===== src/rtl/esn_ctrl_pkg.sv =====
// rtl/esn_ctrl_pkg.sv - shared state and operand-source encodings for the ESN step sequencer
package esn_ctrl_pkg;

    localparam logic [6:0] IDLE    = 7'b0000001;
    localparam logic [6:0] RES_IN  = 7'b0000010;
    localparam logic [6:0] RES_REC = 7'b0000100;
    localparam logic [6:0] RES_WB  = 7'b0001000;
    localparam logic [6:0] RO_MAC  = 7'b0010000;
    localparam logic [6:0] RO_WB   = 7'b0100000;
    localparam logic [6:0] DONE    = 7'b1000000;

    localparam logic [1:0] SRC_IN    = 2'd0;
    localparam logic [1:0] SRC_STATE = 2'd1;
    localparam logic [1:0] SRC_NONE  = 2'd2;

endpackage


===== src/rtl/idx_counter.sv =====
// rtl/idx_counter.sv - wrapping index counter with a per-cycle selectable limit
module idx_counter #(
    parameter int IW    = 8,
    parameter int LIMIT = 1
) (
    input  logic          iClk,
    input  logic          iRst,
    input  logic          en,
    input  logic          clr,
    input  logic [IW:0]   limit,
    output logic [IW-1:0] count,
    output logic          last
);

    localparam logic [IW:0] DEF_LIMIT = (IW+1)'(LIMIT);

    // A zero limit input falls back to the static LIMIT.
    logic [IW:0] effLimit;
    assign effLimit = (limit == '0) ? DEF_LIMIT : limit;
    assign last     = ({1'b0, count} == (effLimit - (IW+1)'(1)));

    always_ff @(posedge iClk or posedge iRst) begin
        if (iRst) begin
            count <= '0;
        end else if (clr) begin
            count <= '0;
        end else if (en) begin
            count <= last ? '0 : count + IW'(1);
        end
    end

endmodule


===== src/rtl/esn_step_sequencer.sv =====
// rtl/esn_step_sequencer.sv - sequences one ESN timestep (reservoir then readout) over a shared MAC
module esn_step_sequencer
    import esn_ctrl_pkg::*;
#(
    parameter int N_NEUR = 16,
    parameter int N_IN   = 4,
    parameter int N_OUT  = 2,
    parameter int IW     = 8
) (
    input  logic          iClk,
    input  logic          iRst,
    input  logic          iStart,
    input  logic          iHold,
    output logic          oBusy,
    output logic          oDone,
    output logic          oMacEn,
    output logic          oMacClr,
    output logic [1:0]    oSrcSel,
    output logic [IW-1:0] oRowIdx,
    output logic [IW-1:0] oColIdx,
    output logic          oRdBank,
    output logic          oStateWrEn,
    output logic          oOutWrEn,
    output logic          oReadSel
);

    localparam logic [IW:0] LIM_IN   = (IW+1)'(N_IN);
    localparam logic [IW:0] LIM_NEUR = (IW+1)'(N_NEUR);
    localparam logic [IW:0] LIM_OUT  = (IW+1)'(N_OUT);

    logic [6:0]  state;
    logic [6:0]  stateNext;
    logic        rdBank;
    logic        colLast;
    logic        rowLast;
    logic        colEn;
    logic        rowEn;
    logic [IW:0] colLimit;
    logic [IW:0] rowLimit;

    assign colEn    = ((state == RES_IN) || (state == RES_REC) || (state == RO_MAC)) && !iHold;
    assign rowEn    = ((state == RES_WB) || (state == RO_WB)) && !iHold;
    assign colLimit = (state == RES_IN) ? LIM_IN : LIM_NEUR;
    assign rowLimit = (state == RES_WB) ? LIM_NEUR : LIM_OUT;

    idx_counter #(.IW(IW), .LIMIT(N_NEUR)) uColCnt (
        .iClk  (iClk),
        .iRst  (iRst),
        .en    (colEn),
        .clr   (state == IDLE),
        .limit (colLimit),
        .count (oColIdx),
        .last  (colLast)
    );

    idx_counter #(.IW(IW), .LIMIT(N_NEUR)) uRowCnt (
        .iClk  (iClk),
        .iRst  (iRst),
        .en    (rowEn),
        .clr   (state == IDLE),
        .limit (rowLimit),
        .count (oRowIdx),
        .last  (rowLast)
    );

    always_comb begin
        stateNext = state;
        case (state)
            IDLE:    if (iStart) stateNext = RES_IN;
            RES_IN:  if (!iHold && colLast) stateNext = RES_REC;
            RES_REC: if (!iHold && colLast) stateNext = RES_WB;
            RES_WB:  if (!iHold) stateNext = rowLast ? RO_MAC : RES_IN;
            RO_MAC:  if (!iHold && colLast) stateNext = RO_WB;
            RO_WB:   if (!iHold) stateNext = rowLast ? DONE : RO_MAC;
            DONE:    stateNext = IDLE;
            default: stateNext = IDLE;
        endcase
    end

    // Bank swap happens in DONE so the next timestep reads what this one wrote.
    always_ff @(posedge iClk or posedge iRst) begin
        if (iRst) begin
            state  <= IDLE;
            rdBank <= 1'b0;
        end else begin
            state <= stateNext;
            if (state == DONE) rdBank <= ~rdBank;
        end
    end

    always_comb begin
        oSrcSel    = SRC_NONE;
        oReadSel   = 1'b0;
        oMacEn     = 1'b0;
        oMacClr    = 1'b0;
        oStateWrEn = 1'b0;
        oOutWrEn   = 1'b0;
        case (state)
            RES_IN: begin
                oSrcSel = SRC_IN;
                oMacEn  = !iHold;
                oMacClr = !iHold && (oColIdx == '0);
            end
            RES_REC: begin
                oSrcSel = SRC_STATE;
                oMacEn  = !iHold;
            end
            RES_WB: oStateWrEn = !iHold;
            RO_MAC: begin
                oSrcSel  = SRC_STATE;
                oReadSel = 1'b1;
                oMacEn   = !iHold;
                oMacClr  = !iHold && (oColIdx == '0);
            end
            RO_WB: begin
                oReadSel = 1'b1;
                oOutWrEn = !iHold;
            end
            default: ;
        endcase
    end

    assign oBusy   = (state != IDLE);
    assign oDone   = (state == DONE);
    assign oRdBank = rdBank;

endmodule


===== config.mk =====
export PLATFORM = sky130hd
export DESIGN_NAME = esn_step_sequencer
export DESIGN_NICKNAME = d
export VERILOG_FILES = /design/src/rtl/esn_ctrl_pkg.sv /design/src/rtl/idx_counter.sv /design/src/rtl/esn_step_sequencer.sv
export SDC_FILE = /design/constraint.sdc
export NUM_CORES = 1
export LEC_CHECK = 0
export CAP_MARGIN = 10
export CORE_MARGIN = 2
export CORE_UTILIZATION = 50
export CTS_CLUSTER_SIZE = 8
export DETAILED_ROUTE_END_ITERATION = 10
export GPL_TIMING_DRIVEN = 0
export PLACE_DENSITY = 0.7
export SLEW_MARGIN = 20
export SYNTH_ARGS = -nofsm -noshare
export SYNTH_HDL_FRONTEND = slang
export SYNTH_HIERARCHICAL = 1
export SYNTH_SLANG_ARGS = --single-unit

===== constraint.sdc =====
create_clock -name iClk -period 5.9 [get_ports iClk]
set_input_delay 0.59 -clock iClk [delete_from_list [all_inputs] [get_ports iClk]]
set_output_delay 0.59 -clock iClk [all_outputs]
set_load 0.02 [all_outputs]

# Word level (Yosys, flattened, before mapping)
# Cells that the tools add are included.
# totals
wordCells	68
in_bits	4
reg_bits	24
out_inout_bits	26
# op_classes
n_reduce_logical	18
n_addsub	4
n_mux	25
bitwise_logic	1
n_eq_ne	16
# ops
operator	n
two-way mux 7 bit	7
two-way mux 8 bit	6
case mux 7 bit (6 select lines)	1
two-way mux 5 bit	5
== test 8 x 9 -> 1 bit	2
logical NOT 9 bit	2
subtractor 9 x 1 -> 9 bit, second input constant	2
adder 8 x 1 -> 8 bit, second input constant	2
logical NOT 8 bit	1
== test 7 x 1 -> 1 bit, second input constant	1
== test 7 x 2 -> 1 bit, second input constant	1
== test 7 x 3 -> 1 bit, second input constant	1
== test 7 x 4 -> 1 bit, second input constant	1
== test 7 x 5 -> 1 bit, second input constant	1
== test 7 x 6 -> 1 bit, second input constant	1
== test 7 bit, second input constant	1
inequality test 7 x 1 -> 1 bit, second input constant	1
inequality test 2 x 1 -> 1 bit, second input constant	3
inequality test 2 bit, second input constant	3
AND reduction 6 bit	1
OR reduction 2 bit	3
two-way mux 1 bit	5
logical AND 1 bit	4
case mux 2 bit (2 select lines)	1
5 further kinds	8

# Longest topological paths before layout
# logic_depth
ltp_word	9
mapped_depth	16

# Cells and area by module
# The synthesis kept the hierarchy.
# modules_own_cells
mod	n_inst	seq_area_each_um2	area_per_inst_um2	cells_per_inst
idx_counter	2	200.2	984.7	122
esn_step_sequencer	1	201.4	650.6	74

# Least setup slack after synthesis
# OpenSTA, ideal clock, no wires.
# synth_timing
kind	register -> register
start	reg state[6]
end	reg state[1]
setup_slack_ns	2.193
t_arrival_ns	3.582
path_stages_with_launch	17
setup_ns	0.125
t_required_ns	5.775
synth_period_minus_slack_ns	3.707
cell_sequence	dfrtp_1 > nor4_1 > nand2b_1 > or3b_1 > inv_1 > ha_1 > or3b_1 > a22o_1 > a41o_1 > nor4_2 > nand4_4 > buf_6 > inv_2 > nor2_1 > a21oi_1 > nor2_1 > mux2_4
# synth_between
elab_chain_cells	9
elab_cells_between_ends	27
classes_between	add/sub: 2; eq/ne: 14; mux: 7; reduce/logical: 4
# synth_lines
element	line_no	rtl
from (decl)	esn_step_sequencer.sv:31	logic [6:0] state;
from (signal assigned)	esn_step_sequencer.sv:86	state <= stateNext;
== test 7 x 4 -> 1 bit (*)	esn_step_sequencer.sv:44	assign rowLimit = (state == RES_WB) ? LIM_NEUR : LIM_OUT;
two-way mux 5 bit (*)	esn_step_sequencer.sv:44	
named net rowLimit[1]	esn_step_sequencer.sv:39	logic [IW:0] rowLimit;
logical NOT 9 bit	idx_counter.sv:19	assign effLimit = (limit == '0) ? DEF_LIMIT : limit;
two-way mux 5 bit (*)	idx_counter.sv:19	
subtractor 9 x 1 -> 9 bit (*)	idx_counter.sv:20	assign last = ({1'b0, count} == (effLimit - (IW+1)'(1)));
== test 8 x 9 -> 1 bit (*)	idx_counter.sv:20	
named net rowLast	esn_step_sequencer.sv:35	logic rowLast;
two-way mux 5 bit (*)	esn_step_sequencer.sv:72	RES_WB: if (!iHold) stateNext = rowLast ? RO_MAC : RES_IN;
two-way mux 7 bit (*)	esn_step_sequencer.sv:72	
case mux 7 bit (6 select lines) (*)	esn_step_sequencer.sv:68	case (state)
# The timed path passes the listed nets; every way through them passes the cells marked *. The select of a mux whose other input is x is not followed.
# A chain may end at the register's enable or synchronous reset.

# Worst setup path in the final report
# Same ends and word-level chain as after synthesis.

==> run metrics <==
clock buffer depth=2; Hold Fails Final Rpt=0; Data required, critical path=6.07 ns; CP Max Fanout=10; post-synth cell types=62; core area=0.00507 mm^2; Clock Pin Slew Worst Setup and Hold Paths=0.09 ns; result of the run=complete, no violations; Die Wd=76.4 um; leading area contributor after synthesis=dfrtp_1; top cells by area, synth=dfrtp_1 22%, nand2b_1 5.7%, nand3_2 4.6%, nor2_1 4.2%, a31oi_1 3.8%; Avg WL per Cell=13.6 um; Post-synth ARST share=1.00; Peak VDD IR=144 uV; # Max-Cap Violations=0; pin count of the biggest net entering global routing=15; Root Driver=clkbuf_8; worst setup margin=1.64 ns; vias=2522; nets=409; Reg power frac=0.345; pre-CTS setup slack=1.69 ns; Slew HR=0.625; DIE HEIGHT=76.4 um; fin. max-slew vios=0; R2R setup slack=1.64 ns; most frequent CP cell=nor2_1; synthesized area=0.00262 mm^2; top_reg_cell synth=dfrtp_1; CP delay by family, top=simple AND/OR/NAND/NOR gates; crit end category=flop; FILL cells=493; DRC Markers=0; Sw Pwr=0.000199 W; synthesized flop and latch total=24; Row Count=26; final worst-path cycle share=0.722; Hold Path Class=flop to flop; WL final=6350 um; Setup Buffers After CTS=0; cts hold-fix bufs=0; vias in the first global route=2284; Die ar.=0.00584 mm^2; layout cells sized above 1=0.128; ANT nets after route=0; GPL Wtd Cong=0.821; Logic pwr share=0.392; CTS tree=built; fmax=235 MHz; port bufs=28; leakage power=1.38 nW; slowest stage delay, CP=0.50 ns; setup tns final=0 ns; Detailed Route Iter0 Violations=131; Congestion Overflow GR=0; CP arrival=4.42 ns; Setup Skew=0.00823 ns; Post-CTS Resized=0; P&R area growth vs syn=23.6%; total global-route track usage=0.222; ant diodes=0; Synth top cells by count=29 x nor2_1, 24 x nand2b_1, 23 x dfrtp_1; crit-path cells=nor4_1, nand2b_1, or3b_1, inv_1, ha_1, nor3b_1, nand2_1, a41o_1, nor4_2, nand4_4, buf_6, inv_2, nor2_1, a21oi_1, nor2_1, mux2_4; Avg Vias per Cell=5.39; count leader, synth=nor2_1; Switching Share=0.358; initial antenna violation count=0; register area share after synthesis=0.230; CTS Buf Count=3; final critical-path required period=4.26 ns; Detailed Routing Iterations Pass 1=5; Startpoint Class=flop; Syn. warnings=6; Setup-failing EPs final=0; EDFF count, synth=0; RSZ-0062 raised after global routing=false; Clock Sink Count=24; Least-Margin Pin Slew=0.561 ns; initial cell density of the core=0.516; first-pass GRT wire length=10800 um; Int Power=0.000356 W; classification of the worst setup path=flop to flop; Synth top area share=0.220; Post-Synthesis Cells=318; hpwl dp=4770 um; Worst Path Buf+Inv=3; Clock Latency Late Sink=0.27 ns; # H-tree levels=1; Synth Area per Inst=8.24 um^2; Pwr Density=171 mW/mm^2; Slowest cell on crit path=nor3b_1; I/O pin cnt=30; clock share of power=0.264
[cell usage in the layout (no fill, tap or decap), types with 4 or more instances in the layout]
cell type	instances
nor4_1	6
xnor2_1	4
mux2i_1	4
nand4b_1	4
o21ai_0	14
clkbuf_1	9
nand2_1	13
nand2b_1	24
clkdlybuf4s50_1	28
dfrtp_1	23
or3b_1	5
nor3b_1	6
ha_1	6
a31oi_1	16
or3_1	4
conb_1	49
or2_2	4
buf_6	4
nor3_1	7
nor2_1	29
inv_1	15
nand3_2	12
nand3_1	19
a21oi_1	13
nand3b_1	5
xor2_1	7
[state kept, by name, summed over array words and instances (netlist names)]
signal         cells
oRdBank            1
uColCnt/count      8
state              7
uRowCnt/count      8
[metal layers]
metal  global-route usage  vias up  part of all wire
li1                     -     1274                 -
met1                0.304     1179              0.46
met2                0.377       65              0.49
met3               0.0296        4             0.046
met4               0.0436        0            0.0063
met5                    0        -                 0
[power by group through the flow]
stage	registers, W	logic, W	clock network, W
6_report	0.000191	0.000217	0.000146
5_1_grt	0.000193	0.000239	0.000156
4_1_cts	0.000191	0.000213	0.000149
3_5_place_dp	0.000194	0.000212	0
3_3_place_gp	0.000194	0.000211	0
2_1_floorplan	0.000192	0.000160	0
[per-stage QoR]
stage | total power (W) | area (um^2) | hold WS (ns) | util | std cells
final | 0.000554 | 3240 | 0.469 | 0.638 | 468
after global placement | 0.000404 | 3170 | 0.456 | 0.624 | 464
after floorplan | 0.000353 | 2800 | 0.405 | - | 366
after detailed placement | 0.000406 | 3170 | 0.462 | 0.624 | 464
after global routing | 0.000589 | 3240 | 0.492 | 0.638 | 468
after CTS | 0.000553 | 3240 | 0.475 | 0.638 | 468
[cells by family (layout without fill, tap and decap cells)]
group,count (synthesis),in the layout,share of synthesized area
other,1,49,0.00143
AND/OR/NAND/NOR,161,161,0.404
adder cells (fa/ha/maj),6,6,0.0287
multiplexers,8,8,0.0353
AO/OA/AOI/OAI,72,72,0.201
flip-flops,24,24,0.230
XOR/XNOR,11,11,0.0368
buffers and inverters,35,67,0.0640
[path summary, 6_finish.rpt]
kind | start | endpoint | cells past startpoint
setup / recovery | state[6]$_DFFE_PP0P_ | state[1]$_DFFE_PP0P_ | 16
hold reg to reg | oRdBank$_DFFE_PP0P_ | oRdBank$_DFFE_PP0P_ | 1
max in group asynchronous | iRst | state[0]$_DFFE_PP1P_ | 2
hold / removal | oRdBank$_DFFE_PP0P_ | oRdBank$_DFFE_PP0P_ | 1
setup reg to reg | state[6]$_DFFE_PP0P_ | state[1]$_DFFE_PP0P_ | 16
min in group asynchronous | iRst | state[5]$_DFFE_PP0P_ | 2
[layout make-up]
cell class | instances | area (um^2) | share of cell area
clock inverters | 1 | 30.0 | 0.00927
plain buffers | 18 | 104 | 0.0321
inverters | 17 | 63.8 | 0.0197
repair buffers | 28 | 280 | 0.0865
well taps | 70 | 87.6 | 0.0270
multi-input cells | 307 | 2030 | 0.627
flip-flops and latches | 24 | 602 | 0.186
clock buffers | 3 | 41.3 | 0.0127
Power figures use the tool's default switching activity.
